<file path="src/rtl/inst_decode_pkg.sv">
// ============================================================================
// Module      : inst_decode_pkg
// Description : Shared types and constants for the decode-stage forwarder.
// Revision    : 1.0 - initial release
// ============================================================================
`default_nettype none

package inst_decode_pkg;

    localparam logic [4:0] REG_ZERO = 5'd0;

    typedef struct packed {
        logic       valid;
        logic [4:0] waddr;
    } pend_entry_t;

    typedef struct packed {
        logic        we;
        logic        ready;
        logic [4:0]  waddr;
        logic [31:0] wrdata;
    } fwd_stage_t;

endpackage

`default_nettype wire

</file>
<file path="src/rtl/regs_scoreboard.sv">
// ============================================================================
// Module      : regs_scoreboard
// Description : Tagged scoreboard for long-latency register writers.
// Revision    : 1.0 - initial release
// ============================================================================
`default_nettype none

module regs_scoreboard #(
    parameter int READ_PORT = 2,
    parameter int N_PEND    = 4,
    parameter int TAG_W     = $clog2(N_PEND)
) (
    input  logic                      clk,
    input  logic                      rst,
    input  logic [READ_PORT-1:0][4:0] rd_addr_i,
    input  logic                      id_we_i,
    input  logic [4:0]                id_waddr_i,
    input  logic                      lat_issue_i,
    input  logic [4:0]                lat_waddr_i,
    input  logic                      lat_done_i,
    input  logic [TAG_W-1:0]          lat_done_tag_i,
    output logic                      lat_issue_ready_o,
    output logic [TAG_W-1:0]          lat_tag_o,
    output logic [READ_PORT-1:0]      rd_pend_o,
    output logic [READ_PORT-1:0]      rd_done_o,
    output logic                      waw_o
);
    import inst_decode_pkg::*;

    pend_entry_t             pend_q [N_PEND];
    pend_entry_t             pend_d [N_PEND];
    logic [N_PEND-1:0]       live;
    logic                    done_ok;
    logic                    any_free;
    logic                    issue_clash;

    always_comb begin
        done_ok     = lat_done_i && pend_q[lat_done_tag_i].valid;
        any_free    = 1'b0;
        lat_tag_o   = '0;
        issue_clash = 1'b0;
        waw_o       = 1'b0;
        rd_pend_o   = '0;
        rd_done_o   = '0;
        // A completing entry is neither a hazard nor a free slot this cycle.
        for (int i = 0; i < N_PEND; i++) begin
            live[i] = pend_q[i].valid && !(done_ok && lat_done_tag_i == TAG_W'(i));
        end
        for (int i = N_PEND - 1; i >= 0; i--) begin
            if (!pend_q[i].valid) begin
                any_free  = 1'b1;
                lat_tag_o = TAG_W'(i);
            end
        end
        for (int i = 0; i < N_PEND; i++) begin
            if (live[i] && pend_q[i].waddr == lat_waddr_i) issue_clash = 1'b1;
            if (live[i] && pend_q[i].waddr == id_waddr_i && id_we_i) waw_o = 1'b1;
            for (int p = 0; p < READ_PORT; p++) begin
                if (live[i] && pend_q[i].waddr == rd_addr_i[p]) rd_pend_o[p] = 1'b1;
            end
        end
        for (int p = 0; p < READ_PORT; p++) begin
            rd_done_o[p] = done_ok && pend_q[lat_done_tag_i].waddr == rd_addr_i[p];
        end
        lat_issue_ready_o = any_free && !issue_clash;
    end

    always_comb begin
        for (int i = 0; i < N_PEND; i++) begin
            pend_d[i] = pend_q[i];
        end
        if (done_ok) begin
            pend_d[lat_done_tag_i].valid = 1'b0;
        end
        if (lat_issue_i && lat_issue_ready_o) begin
            pend_d[lat_tag_o].valid = 1'b1;
            pend_d[lat_tag_o].waddr = lat_waddr_i;
        end
    end

    always_ff @(posedge clk or posedge rst) begin
        if (rst) begin
            for (int i = 0; i < N_PEND; i++) begin
                pend_q[i] <= '0;
            end
        end else begin
            for (int i = 0; i < N_PEND; i++) begin
                pend_q[i] <= pend_d[i];
            end
        end
    end

endmodule

`default_nettype wire

</file>
<file path="src/rtl/regs_forward_sb.sv">
// ============================================================================
// Module      : regs_forward_sb
// Description : Multi-stage operand forwarder with long-latency scoreboard.
// Revision    : 1.0 - initial release
// ============================================================================
`default_nettype none

module regs_forward_sb #(
    parameter int READ_PORT = 2,
    parameter int N_STAGE   = 2,
    parameter int N_PEND    = 4,
    parameter int TAG_W     = $clog2(N_PEND)
) (
    input  logic                       clk,
    input  logic                       rst,
    input  logic [READ_PORT-1:0][4:0]  regs_raddr_i,
    input  logic [READ_PORT-1:0][31:0] regs_rddata_i,
    input  logic                       id_we_i,
    input  logic [4:0]                 id_waddr_i,
    input  logic [N_STAGE-1:0]         stg_we_i,
    input  logic [N_STAGE-1:0][4:0]    stg_waddr_i,
    input  logic [N_STAGE-1:0][31:0]   stg_wrdata_i,
    input  logic [N_STAGE-1:0]         stg_ready_i,
    input  logic                       lat_issue_i,
    input  logic [4:0]                 lat_waddr_i,
    output logic                       lat_issue_ready_o,
    output logic [TAG_W-1:0]           lat_tag_o,
    input  logic                       lat_done_i,
    input  logic [TAG_W-1:0]           lat_done_tag_i,
    input  logic [31:0]                lat_done_wrdata_i,
    output logic [READ_PORT-1:0][31:0] regs_rddata_o,
    output logic                       stall_o,
    output logic [31:0]                stall_cnt_o
);
    import inst_decode_pkg::*;

    fwd_stage_t             stg [N_STAGE];
    logic [READ_PORT-1:0]   sb_pend;
    logic [READ_PORT-1:0]   sb_done;
    logic                   sb_waw;
    logic [READ_PORT-1:0]   hit;
    logic [READ_PORT-1:0]   port_stall;
    logic [31:0]            stall_cnt_q;
    logic [31:0]            stall_cnt_d;

    for (genvar s = 0; s < N_STAGE; s++) begin : g_stage
        assign stg[s] = {stg_we_i[s], stg_ready_i[s], stg_waddr_i[s], stg_wrdata_i[s]};
    end

    regs_scoreboard #(
        .READ_PORT (READ_PORT),
        .N_PEND    (N_PEND),
        .TAG_W     (TAG_W)
    ) u_sb (
        .clk               (clk),
        .rst               (rst),
        .rd_addr_i         (regs_raddr_i),
        .id_we_i           (id_we_i),
        .id_waddr_i        (id_waddr_i),
        .lat_issue_i       (lat_issue_i),
        .lat_waddr_i       (lat_waddr_i),
        .lat_done_i        (lat_done_i),
        .lat_done_tag_i    (lat_done_tag_i),
        .lat_issue_ready_o (lat_issue_ready_o),
        .lat_tag_o         (lat_tag_o),
        .rd_pend_o         (sb_pend),
        .rd_done_o         (sb_done),
        .waw_o             (sb_waw)
    );

    // Youngest stage first; the first address match decides, ready or not.
    always_comb begin
        hit        = '0;
        port_stall = '0;
        for (int p = 0; p < READ_PORT; p++) begin
            regs_rddata_o[p] = regs_rddata_i[p];
            if (regs_raddr_i[p] == REG_ZERO) begin
                regs_rddata_o[p] = 32'h0;
            end else begin
                for (int s = 0; s < N_STAGE; s++) begin
                    if (!hit[p] && stg[s].we && stg[s].waddr == regs_raddr_i[p]) begin
                        hit[p] = 1'b1;
                        if (stg[s].ready) regs_rddata_o[p] = stg[s].wrdata;
                        else              port_stall[p]    = 1'b1;
                    end
                end
                if (!hit[p] && sb_done[p]) begin
                    hit[p]           = 1'b1;
                    regs_rddata_o[p] = lat_done_wrdata_i;
                end
                if (!hit[p] && sb_pend[p]) begin
                    port_stall[p] = 1'b1;
                end
            end
        end
        stall_o = (|port_stall) || (sb_waw && id_waddr_i != REG_ZERO);
    end

    always_comb begin
        stall_cnt_d = stall_cnt_q;
        if (stall_o && stall_cnt_q != 32'hFFFF_FFFF) begin
            stall_cnt_d = stall_cnt_q + 32'd1;
        end
    end

    always_ff @(posedge clk or posedge rst) begin
        if (rst) stall_cnt_q <= '0;
        else     stall_cnt_q <= stall_cnt_d;
    end

    assign stall_cnt_o = stall_cnt_q;

endmodule

`default_nettype wire

</file>
<file path="config.mk">
export PLATFORM = sky130hd
export DESIGN_NAME = regs_forward_sb
export DESIGN_NICKNAME = d
export VERILOG_FILES = /design/src/rtl/inst_decode_pkg.sv /design/src/rtl/regs_scoreboard.sv /design/src/rtl/regs_forward_sb.sv
export SDC_FILE = /design/constraint.sdc
export NUM_CORES = 1
export LEC_CHECK = 0
export CORE_MARGIN = 4
export CORE_UTILIZATION = 30
export DETAILED_ROUTE_END_ITERATION = 10
export PLACE_DENSITY = 0.72
export SLEW_MARGIN = 20
export SYNTH_ARGS = -nofsm -noshare
export SYNTH_HDL_FRONTEND = slang
export SYNTH_HIERARCHICAL = 1
export SYNTH_SLANG_ARGS = --single-unit
</file>
<file path="constraint.sdc">
create_clock -name clk -period 15.45 [get_ports clk]
set_input_delay 4.635 -clock clk [delete_from_list [all_inputs] [get_ports clk]]
set_output_delay 4.635 -clock clk [all_outputs]
set_load 0.02 [all_outputs]
</file>
==> results of run 1 <==
-- metrics by stage --
| step | setup WS [ns] | total power, mW | cells |
|---|---|---|---|
| floorplan | 3.64 | 0.600 | 808 |
| global placement | 2.32 | 0.775 | 1310 |
| detailed placement | 2.33 | 0.783 | 1310 |
| CTS | 2.30 | 0.903 | 1318 |
| global route | 2.05 | 0.960 | 1321 |
| finish | 2.32 | 0.909 | 1321 |
-- sequential cells by signal, summed over array words and instances, names as in the netlist --
register,cells
stall_cnt_o,32
u_sb/pend_q,24
-- worst max-delay path: cells and delay by family --
family | cells | cell delay, ns
buf+inv | 3 | 1.73
simple gates | 3 | 1.18
compound gates | 2 | 0.52
mux | 1 | 0.16
xor+xnor | 1 | 0.26
-- cells in the final DEF (no fill, tap or decap), types with 2 or more instances in the layout --
| cell | n |
|---|---|
| a211o_1 | 63 |
| a21boi_0 | 2 |
| a21oi_1 | 67 |
| a31oi_1 | 4 |
| and3_1 | 6 |
| buf_4 | 9 |
| clkbuf_16 | 5 |
| clkdlybuf4s50_1 | 300 |
| dfrtp_1 | 56 |
| diode_2 | 2 |
| inv_1 | 10 |
| mux2_1 | 4 |
| mux2_2 | 15 |
| mux2_4 | 5 |
| mux2i_1 | 62 |
| mux4_2 | 6 |
| nand2_1 | 86 |
| nand2_2 | 2 |
| nand2b_1 | 5 |
| nand3_1 | 23 |
| nand4_1 | 9 |
| nor2_1 | 73 |
| nor2_4 | 2 |
| nor3_1 | 19 |
| nor3b_1 | 2 |
| nor4_1 | 18 |
| nor4_2 | 6 |
| nor4_4 | 2 |
| nor4b_1 | 3 |
| o21ai_0 | 2 |
| o22ai_1 | 2 |
| o41ai_1 | 3 |
| or3_1 | 2 |
| or4_1 | 5 |
| xnor2_1 | 64 |
| xor2_1 | 74 |
-- routing by layer --
metal / vias to the layer above / global-route usage / share of wire / routed length, microns
li1: 3323 / - / - / -
met1: 3436 / 0.254 / 0.38 / 10400
met2: 345 / 0.378 / 0.51 / 14000
met3: 55 / 0.0408 / 0.083 / 2280
met4: 6 / 0.0654 / 0.025 / 683
met5: - / 0 / 0.0015 / 41
-- path summary, 6_finish.rpt --
check / slack, ns / depth (start not counted) / to
min: 0.50 / 1 / stall_cnt_o[11]$_DFFE_PP0P_
max reg2reg: 12.18 / 10 / stall_cnt_o[1]$_DFFE_PP0P_
max: 2.32 / 10 / regs_rddata_o[12]
max in group asynchronous: 9.94 / 2 / u_sb/pend_q[5]$_DFF_PP0_
min in group asynchronous: 4.76 / 3 / stall_cnt_o[15]$_DFFE_PP0P_
min reg2reg: 0.50 / 1 / stall_cnt_o[11]$_DFFE_PP0P_
-- cell type report --
| cell class | instances | share of cell area |
|---|---|---|
| diodes | 2 | 0.000510 |
| clock buffers | 5 | 0.0128 |
| clock inverters | 3 | 0.00217 |
| inverters | 10 | 0.00383 |
| multi-input cells | 660 | 0.488 |
| flip-flops and latches | 56 | 0.143 |
| well taps | 275 | 0.0351 |
| repair buffers | 310 | 0.314 |
-- where the power goes --
group | leakage (nW) | switching [mW] | total [mW] | internal [mW]
clock network | 0.0702 | 0.0559 | 0.117 | 0.0606
logic | 3.57 | 0.230 | 0.504 | 0.274
registers | 0.708 | 0.104 | 0.288 | 0.184
total | 4.35 | 0.390 | 0.909 | 0.519
-- cell usage after synthesis (5+ instances only) --
cell type	instances	share of area
nor4_2	6	0.011
nor2_1	74	0.042
a21oi_1	67	0.051
buf_2	27	0.021
nand4_1	9	0.0086
and3_1	6	0.0057
dfrtp_1	56	0.21
nand2b_1	5	0.0048
or4_1	5	0.0057
mux4_2	6	0.021
mux2_2	15	0.026
a211o_1	63	0.084
nand3_1	24	0.018
inv_1	10	0.0057
nand2_1	88	0.050
mux2_4	5	0.011
nor4_1	18	0.017
clkbuf_1	40	0.023
xnor2_1	64	0.085
mux2i_1	62	0.094
nor3_1	20	0.015
xor2_1	74	0.099
buf_1	7	0.0040
-- cells by family after synthesis --
family                     count (synthesis)  synth area share
muxes                                     92             0.159
and+or+nand+nor                          277             0.214
buffers and inverters                     92            0.0617
xor gates and xnor gates                 138             0.184
adders and majority gates                  1           0.00190
AOI/OAI and AO/OA                        152             0.167
DFF                                       56             0.213
==> out/metrics.yaml, run 1 <==
status: "finished clean"
htreeDepth: 2
via_count: 7165
setup_violations: 0
max_freq_ghz: 0.0762
hold_ws_ns: 0.497
critPathSlowestCell: "clkdlybuf4s50_1"
drive_gt1_frac: 0.0661
crit_top_cell: "clkdlybuf4s50_1"
hold_violations: 0
clkSlewWorstSetupHoldPaths_ns: 0.08
netlist_area_sq_um: 6570
post-route-drc-count: 0
ys_warn_count: 6
rsz0062_at_grt: "false"
timing.rr.start: "u_sb/pend_q[4]$_DFFE_PP0P_"
post_cts_buffers: 0
grt_overflow: 0
multi_input_area_sq_um: 4790
cts_tree: "done"
die_h_microns: 156
powerDensity_nw_per_um2: 92.6
async_flop_share: 1.00
cts-resized-gates: 0
skew_ns: 0.00699
post-route-min-period_ns: 13.13
utilization: 0.461
syn_avg_cell_area_sq_um: 8.13
cpPeakStageDelay_ns: 0.69
core.rowCount: 53
drtIter0Drc: 414
relSlewSlack: 0.253
seq_area_frac_synth: 0.213
die-area_sq_um: 24300
die_w_microns: 156
worstSkewPairLatency_ns: 0.30
endpoint_kind: "output port"
hold_path.class: "reg -> reg"
nets: 1245
slew_viol_final: 0
cts_root_buffer: "clkbuf_16"
dp_hpwl_mm: 21.0
final.setup.tns_ns: 0
max-cap-violations: 0
synth_edf_count: 0
synth.distinct_cells: 58
cts_buffers: 5
initial_core_util: 0.309
antenna_found_initial: 5
design_area_sq_um: 9810
yosys_most_used_dff: "dfrtp_1"
dr.pass1.iters: 5
grt_pass1_wl_mm: 40.7
path_cells: "clkdlybuf4s50_1 > xor2_1 > nor4_1 > and3_1 > nand2_2 > buf_4 > mux2i_1 > a211o_1 > a21oi_1 > clkdlybuf4s50_1"
start_kind: "input pin"
fin_crit_sh: 0.850
cts.path.max_buffers: 2
ant_nets: 0
synth_seq_cells: 56
postCtsHoldBufs: 0
num_io_pins: 301
grt.total_usage: 0.211
vdd_drop_max_uv: 103
arrival_ns: 8.50
crit_start: "regs_raddr_i[3]"
portBuffers: 300
fill_cells: 2066
worstPathMaxFanout: 20
core_area_sq_um: 21300
grt_pass1_vias: 7031
crit_type: "in -> out"
worstMarginPinSlew_ns: 1.12
syn_nets: 1010
area_growth_pct: 49.3
cts.sinks: 56
required_ns: 10.82
gp_congestion: 0.967
syn_inst: 808
grt_max_degree: 65
p_leak_nw: 4.35
seqCellArea_sq_um: 1400
worstHoldStart: "stall_cnt_o[11]$_DFFE_PP0P_"
via_per_inst: 5.42
routed_wl_mm: 27.5
routedWlPerCell_microns: 20.8
post_dp_cell_area_sq_um: 9650
Power figures use the tool's default switching activity.
==> inputs of run 2 (changes only) <==
- PLACE_DENSITY: 0.72 -> 0.75
- clock period: 15.45 -> 11 ns (I/O delays scaled with it)
==> run 2 against run 1 <==
  * Clock skew is 0.0024 ns higher
  * Cell count is 0.76% higher
  * Critical endpoint is now regs_rddata_o[3]
  * Largest power group unchanged
  * Largest cell class unchanged
  * Critical path depth is 1 lower
  * Wire length is 3.2% lower
  * Utilization is 0.52 points higher
==> out/metrics.yaml, run 2 (synthesis gave the netlist of run 1 again) <==
r2r_slack_ns: 7.77  # was 12.18 ns
final.setup.tns_ns: 0  # unchanged
path_cells: "clkdlybuf4s50_1 > xnor2_1 > nand4_1 > nor3b_1 > nand3b_1 > buf_12 > a211o_1 > a21oi_1 > clkdlybuf4s50_1"  # was clkdlybuf4s50_1 > xor2_1 > nor4_1 > and3_1 > nand2_2 > buf_4 > mux2i_1 > a211o_1 > a21oi_1 > clkdlybuf4s50_1
grt.total_usage: 0.203  # was 0.211
p_leak_nw: 4.41  # was 4.35 nW
fin_crit_sh: 0.950
vdd_drop_max_uv: 136  # was 103 uV
setup_ws_ns: 0.555  # was 2.32 ns
post_dp_cell_area_sq_um: 9750  # was 9650 sq um
worstHoldStart: "stall_cnt_o[16]$_DFFE_PP0P_"  # was stall_cnt_o[11]$_DFFE_PP0P_
worstPathMaxFanout: 29  # was 20
grt_overflow: 0  # unchanged
nets: 1255  # was 1,245
holdPathStages: 1  # unchanged
routedWlPerCell_microns: 20.0  # was 20.8 microns
post-place-ws_ns: 0.543  # was 2.33 ns
core_area_sq_um: 21300  # unchanged
max_freq_ghz: 0.0957
initial_core_util: 0.309  # unchanged
grt_pass1_vias: 6877  # was 7,031
die_w_microns: 156  # unchanged
portBuffers: 300  # unchanged
setup_violations: 0  # unchanged
final_cell_mix: "300 x clkdlybuf4s50_1, 86 x nand2_1, 74 x xor2_1"  # unchanged
design_area_sq_um: 9920  # was 9810 sq um
slew_viol_final: 0  # unchanged
via_count: 7133  # was 7,165
cts.path.max_buffers: 2  # unchanged
drtIter0Drc: 502  # was 414
cts_buffers: 5  # unchanged
crit_type: "in -> out"  # unchanged
max-cap-violations: 0  # unchanged
min_delay_worst_endpoint: "stall_cnt_o[16]$_DFFE_PP0P_"  # was stall_cnt_o[11]$_DFFE_PP0P_
hold_violations: 0  # unchanged
multi_input_area_sq_um: 4790  # about the same
drive_gt1_frac: 0.0750  # was 0.0661
path_delay_family: "buffers and inverters"  # unchanged
seqCellArea_sq_um: 1400  # unchanged
post-route-min-period_ns: 10.44
total_power_mw: 1.27  # was 909 uW
crit_top_cell: "clkdlybuf4s50_1"  # unchanged
cts_tree: "done"  # unchanged
die-area_sq_um: 24300  # unchanged
routed_wl_mm: 26.6  # was 27.5 mm
die_h_microns: 156  # unchanged
dp_hpwl_mm: 21.1  # was 21.0 mm
cts-resized-gates: 0  # unchanged
hold_path.class: "reg -> reg"  # unchanged
post_cts_buffers: 0  # unchanged
timing.rr.start: "u_sb/pend_q[6]$_DFFE_PP0P_"  # was u_sb/pend_q[4]$_DFFE_PP0P_
worstSkewPairLatency_ns: 0.30  # about the same
worst_r2r_path_depth: 10  # unchanged
post-route-drc-count: 0  # unchanged
cpPeakStageDelay_ns: 0.76  # was 0.69 ns
grt_max_degree: 65  # unchanged
cts_root_buffer: "clkbuf_16"  # unchanged
required_ns: 7.70  # was 10.82 ns
final_common_cell: "clkdlybuf4s50_1"  # unchanged
status: "finished clean"  # unchanged
worst-path-buf-inv: 3  # unchanged
rsz0062_at_grt: "false"  # unchanged
ant_nets: 0  # unchanged
fill_cells: 2038  # was 2,066
powerDensity_nw_per_um2: 128  # was 92.6 nW/um^2
dr.pass1.iters: 5  # unchanged
start_kind: "input pin"  # unchanged
antenna_found_initial: 3  # was 5
grt_pass1_wl_mm: 39.8  # was 40.7 mm
gp_congestion: 0.926  # was 0.967
area_growth_pct: 51.0  # was 49.3%
rr_endpoint: "stall_cnt_o[1]$_DFFE_PP0P_"  # unchanged
postCtsHoldBufs: 0  # unchanged
cts.sinks: 56  # unchanged
critPathSlowestCell: "clkdlybuf4s50_1"  # unchanged
arrival_ns: 7.14  # was 8.50 ns
num_io_pins: 301  # unchanged
skew_ns: 0.00941  # was 0.00699 ns
largest_register_ffs: 32  # unchanged
endpoint_kind: "output port"  # unchanged
via_per_inst: 5.36  # was 5.42
worstMarginPinSlew_ns: 0.884  # was 1.12 ns
clkSlewWorstSetupHoldPaths_ns: 0.07  # was 0.08 ns
htreeDepth: 2  # unchanged
core.rowCount: 53  # unchanged
relSlewSlack: 0.410  # was 0.253
-- run 2: cell type report --
cell class,count,share of cell area
diodes,2,0.000504
clock buffers,5,0.0126
clock inverters,3,0.00277
inverters,10,0.00378
multi-input cells,660,0.483
flip-flops and latches,56,0.141
well taps,275,0.0347
repair buffers,320,0.322
-- run 2: worst max path at each step --
stage	depth (start not counted)	from	end	slack (ns)
after global placement	9	regs_raddr_i[1]	regs_rddata_o[31]	0.60
after floorplan	10	lat_done_tag_i[0]	regs_rddata_o[32]	1.86
after CTS	9	regs_raddr_i[1]	regs_rddata_o[21]	0.54
after detailed placement	9	regs_raddr_i[1]	regs_rddata_o[2]	0.54
after global routing	9	regs_raddr_i[4]	regs_rddata_o[3]	0.25
final	9	regs_raddr_i[1]	regs_rddata_o[3]	0.56
-- run 2: power by group --
part	internal (mW)	switching, mW	leakage (nW)
clock network	0.0866	0.0789	0.0719
registers	0.259	0.137	0.708
logic	0.384	0.322	3.63
-- run 2: per-stage QoR --
step,std cells,utilization,hold WS [ns]
finish,1331,0.466,0.496
global route,1331,0.466,0.526
global placement,1320,0.458,0.483
floorplan,808,-,0.576
CTS,1328,0.465,0.501
detailed placement,1320,0.458,0.488
-- run 2: metal layers --
metal / part of all wire / GRT usage
met1: 0.37 / 0.244
met2: 0.51 / 0.360
met3: 0.076 / 0.0355
met4: 0.043 / 0.0759
met5: 0 / 0
==> inputs of run 3 (changes only) <==
- SYNTH_HIERARCHICAL: 1 -> not set
==> run 3 against run 2 <==
  * Utilization increased by 0.27 points
  * Design area down 3.2%
  * Critical path depth rose by 1
  * Highest routed layer is now met5
  * Worst setup slack improved by 0.062 ns
  * Sequential cell count unchanged
  * Die area is 3.5% lower
  * Global-route usage grew 1.0 points
  * Sequential share of layout area rose by 0.46 points
  * Combinational power down 7.5%
  * Non-clock buffer count shrank 7
==> out/metrics.yaml, run 3 <==
antenna_found_initial: 12  # was 3
post_cts_buffers: 0  # unchanged
powerDensity_nw_per_um2: 125  # was 128 nW/um^2
async_flop_share: 1.00  # unchanged
max-cap-violations: 0  # unchanged
syn_inst: 807  # was 808
use_met1: 0.261  # was 0.244
post-place-ws_ns: 0.647  # was 0.543 ns
grt_max_degree: 57  # was 65
grt_pass1_vias: 6770  # was 6,877
post-place-cells: 1301  # was 1,320
hold_ws_ns: 0.496  # about the same
synth_edf_count: 0  # unchanged
cts_tree: "done"  # unchanged
synth.distinct_cells: 45  # was 58
post_dp_cell_area_sq_um: 9440  # was 9750 sq um
cts.sinks: 56  # unchanged
fin_crit_sh: 0.944  # was 0.950
synth_compound_area_frac: 0.145  # was 0.167
drtIter0Drc: 340  # was 502
synthMuxAreaShare: 0.160  # was 0.159
worstPathMaxFanout: 46  # was 29
multi_input_area_sq_um: 4540  # was 4790 sq um
netlist.area_leader.share: 0.221  # was 0.213
portBuffers: 300  # unchanged
required_ns: 7.70  # about the same
clkSlewWorstSetupHoldPaths_ns: 0.07  # about the same
num_io_pins: 301  # unchanged
worstSkewPairLatency_ns: 0.29  # was 0.30 ns
syn_nets: 1009  # was 1,010
drive_gt1_frac: 0.0500  # was 0.0750
postCtsHoldBufs: 0  # unchanged
final_cell_mix: "300 x clkdlybuf4s50_1, 138 x nor2_1, 81 x xnor2_1"  # was 300 x clkdlybuf4s50_1, 86 x nand2_1, 74 x xor2_1
utilization: 0.469  # was 0.466
synth-simple-area-share: 0.213  # was 0.214
status: "finished clean"  # unchanged
die_h_microns: 153  # was 156 microns
holdPathStages: 1  # unchanged
netlist_area_sq_um: 6330  # was 6570 sq um
top_usage_layer: "met2"  # unchanged
cts-resized-gates: 0  # unchanged
gp_congestion: 0.961  # was 0.926
via_per_inst: 5.33  # was 5.36
worst-path-buf-inv: 3  # unchanged
synthTopCellsByCount: "139 x nor2_1, 81 x xnor2_1, 65 x a21oi_1, 64 x a211oi_1, 64 x mux2i_1"  # was 88 x nand2_1, 74 x nor2_1, 74 x xor2_1, 67 x a21oi_1, 64 x xnor2_1
final.setup.tns_ns: 0  # unchanged
start_kind: "input pin"  # unchanged
critPathSlowestCell: "clkdlybuf4s50_1"  # unchanged
use_met3: 0.0486  # was 0.0355
htreeDepth: 2  # unchanged
rsz0062_at_grt: "false"  # unchanged
hold_path.class: "reg -> reg"  # unchanged
cpPeakStageDelay_ns: 0.75  # was 0.76 ns
ant_nets: 0  # unchanged
vdd_drop_max_uv: 99.7  # was 136 uV
synthTopCellsByArea: "dfrtp_1 22%, xnor2_1 11%, mux2i_1 10%"  # was dfrtp_1 21%, xor2_1 9.9%, mux2i_1 9.4%
synth_top_area_cell: "dfrtp_1"  # unchanged
grt_overflow: 0  # unchanged
yosys_most_used_dff: "dfrtp_1"  # unchanged
synth_top_family_by_area: "simple AND/OR/NAND/NOR gates"  # unchanged
synth_seq_cells: 56  # unchanged
dp_hpwl_mm: 21.1  # about the same
initial_core_util: 0.309  # about the same
die-area_sq_um: 23500  # was 24,300 sq um
path_delay_family: "buffers and inverters"  # unchanged
post-route-min-period_ns: 10.38  # was 10.44 ns
p_leak_nw: 3.78  # was 4.41 nW
skew_ns: 0.00596  # was 0.00941 ns
dr.pass1.iters: 5  # unchanged
final_common_cell: "clkdlybuf4s50_1"  # unchanged
setup_violations: 0  # unchanged
crit_top_cell: "clkdlybuf4s50_1"  # unchanged
area_growth_pct: 51.8  # was 51.0%
yosys.cell_count.top_type: "nor2_1"  # was nand2_1
ys_warn_count: 0  # was 6
core.rowCount: 52  # was 53
fill_cells: 2038  # unchanged
largest_register_ffs: 32  # unchanged
path_cells: "clkdlybuf4s50_1 > mux4_2 > xor2_1 > or4_1 > nor3_2 > and2_2 > buf_12 > a21oi_1 > nor2_1 > clkdlybuf4s50_1"  # was clkdlybuf4s50_1 > xnor2_1 > nand4_1 > nor3b_1 > nand3b_1 > buf_12 > a211o_1 > a21oi_1 > clkdlybuf4s50_1
grt_pass1_wl_mm: 40.5  # was 39.8 mm
core_area_sq_um: 20500  # was 21,300 sq um
grt.total_usage: 0.213  # was 0.203
seqCellArea_sq_um: 1400  # unchanged
cts_root_buffer: "clkbuf_16"  # unchanged
slew_viol_final: 0  # unchanged
crit_type: "in -> out"  # unchanged
synth_xor_area_frac: 0.195  # was 0.184
syn_avg_cell_area_sq_um: 7.84  # was 8.13 sq um
met2_usage: 0.366  # was 0.360
total_power_mw: 1.20  # was 1.27 mW
setup_ws_ns: 0.617  # was 0.555 ns
seq_area_frac_synth: 0.221  # was 0.213
r2r_slack_ns: 7.91  # was 7.77 ns
die_w_microns: 153  # was 156 microns
routed_wl_mm: 26.8  # was 26.6 mm
max_freq_ghz: 0.0963  # was 0.0957 GHz
cts_buffers: 5  # unchanged
routedWlPerCell_microns: 20.4  # was 20.0 microns
hold_violations: 0  # unchanged
endpoint_kind: "output port"  # unchanged
via_count: 7027  # was 7,133
design_area_sq_um: 9610  # was 9920 sq um
worst-path-stages: 10  # was 9
worst_r2r_path_depth: 9  # was 10
nets: 1240  # was 1,255
synth_adder_area_share: 0.00198  # was 0.00190
post-route-drc-count: 0  # unchanged
cts.path.max_buffers: 2  # unchanged
worstMarginPinSlew_ns: 0.923  # was 0.884 ns
stdcell_count: 1318  # was 1,331
arrival_ns: 7.08  # was 7.14 ns
relSlewSlack: 0.382  # was 0.410
-- run 3: changes by cell type after synthesis, moves of 6 or more --
cell / before / now
clkbuf_1: 40 / 51
xor2_1: 74 / 60
mux2_1: 4 / 11
inv_1: 10 / 2
nand2_1: 88 / 29
nand4_1: 9 / 21
nor3_1: 20 / 10
a211oi_1: 0 / 64
xnor2_1: 64 / 81
nor4_2: 6 / 0
nor2_1: 74 / 139
a211o_1: 63 / 0
and3_1: 6 / 18
-- run 3: cell families after synthesis --
kind of cell / Yosys count
XOR/XNOR: 141
multiplexers: 91
buffers and inverters: 92
flip-flops: 56
AO/OA/AOI/OAI: 143
adder cells (fa/ha/maj): 1
AND/OR/NAND/NOR: 283
-- run 3: power by group --
group / switching (mW) / total [mW] / internal, mW
clock network: 0.0716 / 0.162 / 0.0909
logic: 0.304 / 0.653 / 0.349
registers: 0.131 / 0.389 / 0.258
total: 0.506 / 1.20 / 0.698
-- run 3: layout make-up --
type,instances,area share
multi-input combinational,659,0.472
timing repair buffer,313,0.328
sequential,56,0.146
tap,270,0.0352
clock buffer,7,0.0148
antenna,9,0.00234
inverter,3,0.00117
clock inverter,1,0.000781
-- run 3: path summary, 6_finish.rpt --
check                                            startpoint                          end
min in group asynchronous                               rst   u_sb.pend_q[7]$_DFFE_PP0P_
max in group asynchronous                               rst   u_sb.pend_q[2]$_DFFE_PP0P_
worst max-delay path                      lat_done_tag_i[0]            regs_rddata_o[33]
worst min register to register  stall_cnt_o[26]$_DFFE_PP0P_  stall_cnt_o[26]$_DFFE_PP0P_
worst min-delay path            stall_cnt_o[26]$_DFFE_PP0P_  stall_cnt_o[26]$_DFFE_PP0P_
worst max register to register  u_sb.pend_q[21]$_DFFE_PP0P_   stall_cnt_o[1]$_DFFE_PP0P_
-- run 3: layer usage --
layer | part of all wire | wire length, microns
met5 | 0.0015 | 40
met3 | 0.084 | 2250
met1 | 0.39 | 10400
met4 | 0.031 | 826
met2 | 0.50 | 13400
